$ cat config.mk
export PLATFORM = sky130hd
export DESIGN_NAME = kf_spi_master
export DESIGN_NICKNAME = d
export VERILOG_FILES = /design/src/rtl/kf_spi_pkg.sv /design/src/rtl/kf_sclk_gen.sv /design/src/rtl/kf_spi_master.sv
export SDC_FILE = /design/constraint.sdc
export NUM_CORES = 1
export LEC_CHECK = 0
export BUFFER_PORTS_ARGS = -buffer_cell sky130_fd_sc_hd__buf_2
export CAP_MARGIN = 20
export CORE_MARGIN = 1.5
export CORE_UTILIZATION = 57
export DETAILED_ROUTE_END_ITERATION = 6
export PLACE_DENSITY = 0.89
export SLEW_MARGIN = 20
export SYNTH_ARGS = -nofsm -noshare
export SYNTH_HDL_FRONTEND = slang
export SYNTH_HIERARCHICAL = 1
export SYNTH_SLANG_ARGS = --single-unit
$ cat constraint.sdc
create_clock -name clk -period 3.75 [get_ports clk]
set_clock_uncertainty 0.2 [all_clocks]
set_input_delay 0 -clock clk [delete_from_list [all_inputs] [get_ports clk]]
set_output_delay 0 -clock clk [all_outputs]
set_load 0.01 [all_outputs]
$ cat src/rtl/kf_spi_pkg.sv
// kf_spi_pkg
//   Shared types and constants for the kf_spi_master configuration/readback
//   SPI master and its SCLK generator.
//   - spi_state_t : master FSM state encoding
//   - NUM_CFG     : number of configuration words sent after cfg_start
//   - DEF_*       : default DATA_W / CLK_DIV / GAP_CYC parameter values
//   - TIMEOUT_CYC : WAIT_READY watchdog length (KF_SPI_MASTER_TIMEOUT_EN builds)
package kf_spi_pkg;

  localparam int NUM_CFG     = 5;
  localparam int DEF_DATA_W  = 16;
  localparam int DEF_CLK_DIV = 4;
  localparam int DEF_GAP_CYC = 4;
  localparam int TIMEOUT_CYC = 4096;

  typedef enum logic [2:0] {
    ST_IDLE,
    ST_START,
    ST_SHIFT_CFG,
    ST_GAP,
    ST_WAIT_READY,
    ST_SHIFT_RD,
    ST_DONE
  } spi_state_t;

endpackage

$ cat src/rtl/kf_sclk_gen.sv
// kf_sclk_gen
//   SPI clock generator. While en is high, sclk_out toggles every CLK_DIV
//   clk cycles, starting with a full low half-period. While en is low,
//   sclk_out is held low and the half-period counter is reloaded, so each
//   enable starts a fresh low phase.
//   Ports:
//     clk, n_rst          system clock, async active-low reset
//     en                  run the clock
//     sclk_out            SPI clock (registered)
//     rise_stb, fall_stb  one-cycle strobes, high in the cycle whose closing
//                         clk edge makes sclk_out rise / fall
module kf_sclk_gen #(
  parameter int CLK_DIV = 4
) (
  input  logic clk,
  input  logic n_rst,
  input  logic en,
  output logic sclk_out,
  output logic rise_stb,
  output logic fall_stb
);

  localparam int CNT_W = $clog2(CLK_DIV);
  localparam logic [CNT_W-1:0] HALF_LD = CNT_W'(CLK_DIV - 1);

  logic [CNT_W-1:0] cnt;
  logic             edge_due;

  // Strobes lead the sclk edge by one cycle so the master can update mosi
  // on the same clk edge as the falling sclk edge.
  assign edge_due = en && (cnt == '0);
  assign rise_stb = edge_due && !sclk_out;
  assign fall_stb = edge_due && sclk_out;

  always_ff @(posedge clk or negedge n_rst) begin
    if (!n_rst) begin
      sclk_out <= 1'b0;
      cnt      <= '0;
    end else if (!en) begin
      sclk_out <= 1'b0;
      cnt      <= HALF_LD;
    end else if (cnt == '0) begin
      sclk_out <= ~sclk_out;
      cnt      <= HALF_LD;
    end else begin
      cnt <= cnt - 1'b1;
    end
  end

endmodule

$ cat src/rtl/kf_spi_master.sv
// kf_spi_master
//   SPI master for a sensor front end. After cfg_start it sends five latched
//   configuration words (acc, gyro, mag, dec, dt) once per reset, then, while
//   read_en is high, reads one DATA_W word per output_ready_in request.
//   Ports:
//     clk, n_rst                         system clock, async active-low reset
//     cfg_start                          begin configuration (ignored if busy
//                                        or already configured)
//     acc/gyro/mag/dec/dt_cfg            configuration words
//     read_en, output_ready_in, miso_in  readback control and slave data
//     sclk_out, mosi_out, ss_out         SPI bus (ss active high)
//     busy_out, configured_out           status
//     rd_data_out, rd_valid_out          last readback word and its strobe
//     timeout_out                        WAIT_READY watchdog pulse
//                                        (KF_SPI_MASTER_TIMEOUT_EN only)
//   Build option: define KF_SPI_MASTER_TIMEOUT_EN to add a 4096-cycle
//   watchdog on WAIT_READY; otherwise WAIT_READY waits indefinitely.
//
//   state         | meaning
//   --------------+------------------------------------------------------
//   ST_IDLE       | ss low, waiting for cfg_start or read_en
//   ST_START      | ss=1, mosi=1, sclk low for 2*CLK_DIV cycles
//   ST_SHIFT_CFG  | shifting config word idx out MSB first
//   ST_GAP        | GAP_CYC idle cycles between config words, ss held
//   ST_WAIT_READY | ss high, waiting for the slave's output_ready_in
//   ST_SHIFT_RD   | shifting one readback word in from miso
//   ST_DONE       | one cycle ss=1, then GAP_CYC cycles ss=0
module kf_spi_master
  import kf_spi_pkg::*;
#(
  parameter int DATA_W  = DEF_DATA_W,
  parameter int CLK_DIV = DEF_CLK_DIV,
  parameter int GAP_CYC = DEF_GAP_CYC
) (
  input  logic              clk,
  input  logic              n_rst,
  input  logic              cfg_start,
  input  logic [DATA_W-1:0] acc_cfg,
  input  logic [DATA_W-1:0] gyro_cfg,
  input  logic [DATA_W-1:0] mag_cfg,
  input  logic [DATA_W-1:0] dec_cfg,
  input  logic [DATA_W-1:0] dt_cfg,
  input  logic              read_en,
  input  logic              output_ready_in,
  input  logic              miso_in,
  output logic              sclk_out,
  output logic              mosi_out,
  output logic              ss_out,
  output logic              busy_out,
  output logic              configured_out,
  output logic [DATA_W-1:0] rd_data_out,
  output logic              rd_valid_out
`ifdef KF_SPI_MASTER_TIMEOUT_EN
  ,
  output logic              timeout_out
`endif
);

  localparam int BIT_W   = $clog2(DATA_W);
  localparam int TMR_MAX = (2 * CLK_DIV - 1 > GAP_CYC) ? (2 * CLK_DIV - 1) : GAP_CYC;
  localparam int TMR_W   = $clog2(TMR_MAX + 1);

  localparam logic [BIT_W-1:0] LAST_BIT = BIT_W'(DATA_W - 1);
  localparam logic [2:0]       LAST_IDX = 3'(NUM_CFG - 1);
  localparam logic [TMR_W-1:0] START_LD = TMR_W'(2 * CLK_DIV - 1);
  localparam logic [TMR_W-1:0] GAP_LD   = TMR_W'(GAP_CYC - 1);
  // DONE spans one ss-high cycle plus GAP_CYC ss-low cycles.
  localparam logic [TMR_W-1:0] DONE_LD  = TMR_W'(GAP_CYC);

`ifdef KF_SPI_MASTER_TIMEOUT_EN
  localparam int WD_W = $clog2(TIMEOUT_CYC);
  localparam logic [WD_W-1:0] WD_LD = WD_W'(TIMEOUT_CYC - 1);
  logic [WD_W-1:0] wdog;
`endif

  spi_state_t        state;
  logic [TMR_W-1:0]  tmr;
  logic [BIT_W-1:0]  bit_cnt;
  logic [2:0]        idx;
  logic [DATA_W-1:0] cfg_q [NUM_CFG];
  logic [DATA_W-1:0] tx_sh;
  logic [DATA_W-1:0] rx_sh;
  logic [DATA_W-1:0] nxt_word;
  logic              sclk_en;
  logic              rise_stb;
  logic              fall_stb;
  logic              last_bit;

  assign sclk_en  = (state == ST_SHIFT_CFG) || (state == ST_SHIFT_RD);
  assign last_bit = (bit_cnt == LAST_BIT);
  assign nxt_word = cfg_q[idx + 3'd1];

  kf_sclk_gen #(
    .CLK_DIV (CLK_DIV)
  ) u_sclk_gen (
    .clk      (clk),
    .n_rst    (n_rst),
    .en       (sclk_en),
    .sclk_out (sclk_out),
    .rise_stb (rise_stb),
    .fall_stb (fall_stb)
  );

  always_ff @(posedge clk or negedge n_rst) begin
    if (!n_rst) begin
      state          <= ST_IDLE;
      mosi_out       <= 1'b0;
      ss_out         <= 1'b0;
      busy_out       <= 1'b0;
      configured_out <= 1'b0;
      rd_data_out    <= '0;
      rd_valid_out   <= 1'b0;
      tmr            <= '0;
      bit_cnt        <= '0;
      idx            <= '0;
      tx_sh          <= '0;
      rx_sh          <= '0;
      for (int i = 0; i < NUM_CFG; i++) cfg_q[i] <= '0;
`ifdef KF_SPI_MASTER_TIMEOUT_EN
      wdog           <= '0;
      timeout_out    <= 1'b0;
`endif
    end else begin
      rd_valid_out <= 1'b0;
`ifdef KF_SPI_MASTER_TIMEOUT_EN
      timeout_out  <= 1'b0;
`endif
      case (state)
        ST_IDLE: begin
          if (cfg_start && !configured_out) begin
            cfg_q[0] <= acc_cfg;
            cfg_q[1] <= gyro_cfg;
            cfg_q[2] <= mag_cfg;
            cfg_q[3] <= dec_cfg;
            cfg_q[4] <= dt_cfg;
            idx      <= '0;
            tmr      <= START_LD;
            ss_out   <= 1'b1;
            mosi_out <= 1'b1;
            busy_out <= 1'b1;
            state    <= ST_START;
          end else if (read_en && configured_out) begin
            ss_out   <= 1'b1;
            busy_out <= 1'b1;
`ifdef KF_SPI_MASTER_TIMEOUT_EN
            wdog     <= WD_LD;
`endif
            state    <= ST_WAIT_READY;
          end
        end

        ST_START: begin
          if (tmr == '0) begin
            mosi_out <= cfg_q[0][DATA_W-1];
            tx_sh    <= {cfg_q[0][DATA_W-2:0], 1'b0};
            bit_cnt  <= '0;
            state    <= ST_SHIFT_CFG;
          end else begin
            tmr <= tmr - 1'b1;
          end
        end

        ST_SHIFT_CFG: begin
          if (fall_stb) begin
            if (last_bit) begin
              bit_cnt  <= '0;
              mosi_out <= 1'b0;
              tmr      <= GAP_LD;
              state    <= ST_GAP;
            end else begin
              bit_cnt  <= bit_cnt + 1'b1;
              mosi_out <= tx_sh[DATA_W-1];
              tx_sh    <= {tx_sh[DATA_W-2:0], 1'b0};
            end
          end
        end

        ST_GAP: begin
          if (tmr != '0) begin
            tmr <= tmr - 1'b1;
          end else if (idx < LAST_IDX) begin
            idx      <= idx + 3'd1;
            mosi_out <= nxt_word[DATA_W-1];
            tx_sh    <= {nxt_word[DATA_W-2:0], 1'b0};
            state    <= ST_SHIFT_CFG;
          end else begin
            configured_out <= 1'b1;
            tmr            <= DONE_LD;
            state          <= ST_DONE;
          end
        end

        ST_WAIT_READY: begin
          if (output_ready_in) begin
            bit_cnt <= '0;
            state   <= ST_SHIFT_RD;
          end
`ifdef KF_SPI_MASTER_TIMEOUT_EN
          else if (wdog == '0) begin
            timeout_out <= 1'b1;
            tmr         <= DONE_LD;
            state       <= ST_DONE;
          end else begin
            wdog <= wdog - 1'b1;
          end
`endif
        end

        ST_SHIFT_RD: begin
          if (rise_stb) rx_sh <= {rx_sh[DATA_W-2:0], miso_in};
          if (fall_stb) begin
            if (last_bit) begin
              bit_cnt      <= '0;
              rd_data_out  <= rx_sh;
              rd_valid_out <= 1'b1;
              tmr          <= DONE_LD;
              state        <= ST_DONE;
            end else begin
              bit_cnt <= bit_cnt + 1'b1;
            end
          end
        end

        ST_DONE: begin
          ss_out <= 1'b0;
          if (tmr == '0) begin
            busy_out <= 1'b0;
            state    <= ST_IDLE;
          end else begin
            tmr <= tmr - 1'b1;
          end
        end

        default: state <= ST_IDLE;
      endcase
    end
  end

endmodule

==> results by stage <==
Status:
- The run finished, with violations left.
- The checks that failed: DRC.

Run:
- The tool flagged a number of max-cap violations equal to 0.

Floorplanning:
- The area of the die is ~13,000 sq um.
- The floorplan row count is 39.
- The die is between 100 and 150 microns wide.
- During I/O placement, the number of pins put on the boundary was 108.
- From bottom edge to top edge, the die measures 112 microns.
- Once the floorplan was initialized, standard cells occupied about three fifths of the core.
- After floorplanning, the core was sized to cover approximately 12,000 sq um.

Synth:
- The synthesized design contains 0 enable-type register cells.
- The fraction of post-synthesis cell area in the top cell type by area is 54.3%.
- The net count of the mapped netlist is around 600.
- In this run the cell area of the synthesized design comes to approximately 6800 sq um.
- Averaged over all synthesized cells, the footprint is around 13 sq um.
- The synthesized flop and latch total is between 100 and 150.
- The cell type contributing the most total cell area after synthesis is sky130_fd_sc_hd__dfrtp_1.
- By area the synthesized netlist is led by sky130_fd_sc_hd__dfrtp_1, sky130_fd_sc_hd__mux2_2, sky130_fd_sc_hd__mux4_2.
- Among all flip-flop cells after synthesis, the most frequent one is sky130_fd_sc_hd__dfrtp_1.
- The most common cell in the synthesized netlist is sky130_fd_sc_hd__dfrtp_1.
- For this run, the number of Yosys warnings is 6.
- The commonest cells after synthesis are sky130_fd_sc_hd__dfrtp_1, sky130_fd_sc_hd__mux2_2, sky130_fd_sc_hd__nand2_1.
- Sequential cells were found to cover around 54% of the synthesized design area.
- In this run, distinct cell masters in the synthesized netlist total 58.
- Synthesis produced a netlist whose cell count is roughly 520.
- After synthesis, the share of flip-flops with an asynchronous set or reset is between 90% and 100%.

Drt:
- Wires add up to about 20 mm.
- The violation count after the first detailed-routing iteration is ~730.
- The mean number of vias per cell is 6.36.
- In the final routed layout, each cell accounts on average for about 23 microns.
- The routed design uses around 9.8 mm of met2 wire.
- Once detail routing completed, the nets flagged for antenna violations numbered 0.
- Wire segments on met3 add up to 1.89 mm in the final route.
- For this run, design rule violations remaining after detail routing come to 19.
- The highest signal layer in the routed design is met4.
- For this block, the via count after detailed routing is about 5,500.
- The detailed router put a total of ~7.4 mm of wire on met1.
- The iteration count of the initial detailed-routing pass is 7.

Power:
- The worst-case IR drop observed on VDD is around 500 uV.
- In this run switching power makes up 36.1% of total power.
- Power comes to roughly 6.6 mW.
- The part of the power in the clock network is 23.6%.
- Cell internal power was estimated by the tool at about 4.2 mW.
- In this run, the combinational gates consume between 30% and 40% of the power.
- Power spread over the standard cell area amounts to roughly 750 nW/um^2.
- The total net switching power is approximately 2.4 mW.
- The proportion of power drawn by flip-flops and latches is between 40% and 50%.
- The static leakage is 4.06 nW.

GRT:
- The number of antenna violations at the first check in global routing came to 0.
- The wire length of the first global-routing pass is 31.4 mm.
- The total overflow left after global routing is 0.
- The total global-route track usage is between 30% and 40%.
- The number of global-route vias before repair is approximately 5,700.
- The pin count of the biggest net entering global routing is 61.

Final layout:
- The finished layout holds around 870 standard cells, fillers aside.
- The post-route netlist has between 40% and 50% of its cells at a drive strength greater than 1.
- Once layout is complete, the utilization of the core stands at between 70% and 80%.
- The number of diodes is 0.
- The area growth from synthesis to layout is 30.1%.
- The net count of the finished layout is about 800.
- The area of all placed cells without fillers is around 8900 sq um.

Timing:
- The maximum clock rate is 302 MHz.
- The final hold violation count is 0.
- The worst hold slack after final layout is ~0.13 ns.
- Summed over all failing endpoints, the final setup total negative slack is 0 ns.
- At the pin with the least slew margin, the transition time is just under 1 ns.
- Headroom to the max-slew limit came out at approximately 35%.
- The ratio of final minimum period to clock period is between 80% and 90%.
- The final-report setup violation count is 0.
- The minimum clock period after layout is between 3 and 4 ns.
- Setup slack on the critical path of the routed design comes to 0.444 ns.
- Setup repair after global routing left no endpoint under its margin.
- The max-slew violation count is 0.

Place:
- Prior to clock tree synthesis, the placed netlist has a worst setup slack of 0.921 ns.
- Detailed placement finished with a half-perimeter wire length of between 10 and 15 mm.
- At the end of routability-driven placement, the weighted congestion stood at 0.849.
- The total placed cells including tap cells is between 700 and 800.
- The count of input and output buffers is roughly 110.
- The cell area reported after detailed placement is roughly 7400 sq um.

Clocking:
- The clock passes through at most 2 buffers.
- The TritonCTS sink count is between 100 and 150.
- In this run the number of H-tree levels came out at 4.
- The register clock-pin slew on the reported worst setup and hold paths is 0.06 ns.
- The number of buffers added for setup after CTS is 0.
- The later-pin clock latency in the skew report is 0.44 ns.
- The number of gates resized after CTS is 0.
- The total CTS buffers is 17.
- CTS placed an instance of sky130_fd_sc_hd__clkbuf_16 at the clock tree root.
- The cts-stage hold buffer count is just under 90.
- The clock tree from TritonCTS is yes.

Setup path:
- The startpoint type of the worst setup path is a flop.
- For flop-to-flop paths, the worst setup slack is 0.44 ns.
- STA classifies the critical path endpoint as a flop.
- The kind of critical path is reg2reg.
- The largest individual stage delay along the critical path comes from the cell sky130_fd_sc_hd__dlygate4sd3_1.
- Data arrives at the worst endpoint at approximately 3.5 ns.
- For this run, the slowest stage of the critical path takes around 0.57 ns.
- The critical path goes through nor3b_2, buf_4, a21oi_4, inv_2, and3_2, nand4_1, a222oi_1, o21ai_1, o21ai_0, dlygate4sd3_1.
- STA puts the critical path data required time at 3.92 ns.
- In this run the worst path has a maximum fanout of 17.

Hold path:
- The path type of the worst min-delay path is in2reg.
[power groups by stage]
stage | registers (mW) | clock network (mW) | logic [mW]
floorplan | 2.44 | 0 | 1.67
global placement | 2.54 | 0 | 1.93
detailed placement | 2.60 | 0 | 2.05
CTS | 2.60 | 1.55 | 2.17
global route | 2.73 | 1.64 | 2.49
finish | 2.70 | 1.57 | 2.36
[critical path: cells and delay by family (launching register included)]
kind                   cells  cell delay [ns]
AND/OR/NAND/NOR            3             0.70
flip-flops                 1             0.55
buffers and inverters      3             0.97
AO/OA/AOI/OAI              4             0.82
[flip-flops by register name, summed over array words and instances (netlist names)]
name and count:
configured_out 1, rd_data_out 16, tmr 3, u_sclk_gen/cnt 2, u_sclk_gen/sclk_out 1, tx_sh 15, idx 3, rx_sh 16
state 3, cfg_q 80, bit_cnt 4, rd_valid_out 1, mosi_out 1, busy_out 1, ss_out 1
[final timing paths]
kind | start | endpoint | depth (start not counted)
max in group asynchronous | n_rst | cfg_q[72]$_DFFE_PN0N_ | 4
worst min register to register | u_sclk_gen/cnt[0]$_DFF_PN0_ | u_sclk_gen/cnt[0]$_DFF_PN0_ | 1
worst min-delay path | mag_cfg[1] | cfg_q[33]$_DFFE_PN0N_ | 3
worst max-delay path | state[2]$_DFFE_PN0P_ | state[2]$_DFFE_PN0P_ | 10
worst max register to register | state[2]$_DFFE_PN0P_ | state[2]$_DFFE_PN0P_ | 10
min in group asynchronous | n_rst | tmr[1]$_DFFE_PN0P_ | 4
[layout make-up]
class                   instances  area (sq um)
flip-flops and latches        148          3700
multi-input cells             332          2890
fillers                       589          2690
repair buffers                206          1540
clock buffers                  23           478
well taps                     143           179
clock inverters                 8          53.8
inverters                       8          30.0
[metal layers]
metal	vias to the layer above	global-route usage, %
met1	2703	40.3
met4	0	17.0
met2	420	53.5
met3	106	11.2
met5	-	0
li1	2291	-
[cells by family (layout without fill, tap and decap cells)]
logic type / count (synthesis) / count (layout) / share of synthesized area [%]
fa+ha+maj: 5 / 5 / 0.917
simple gates: 98 / 98 / 7.12
xor+xnor: 3 / 3 / 0.385
mux: 134 / 134 / 24.6
flops: 148 / 148 / 54.3
buf+inv: 41 / 245 / 3.41
compound gates: 92 / 92 / 9.33
[placed cells by master (no fill, tap or decap), drive strengths merged, types with 3 or more instances in the layout]
master and n:
a21oi 11, a221oi 14, a31oi 16, buf 119
clkbuf 23, clkinv 7, dfrtp 148, dlygate4sd3 87
ha 5, inv 8, mux2 117, mux4 15
nand2 42, nand2b 7, nand3 4, nand4 3
nor2 23, nor2b 6, nor3 4, o21ai 29
o31ai 3
Note: power is estimated with default switching activity, not from simulation.
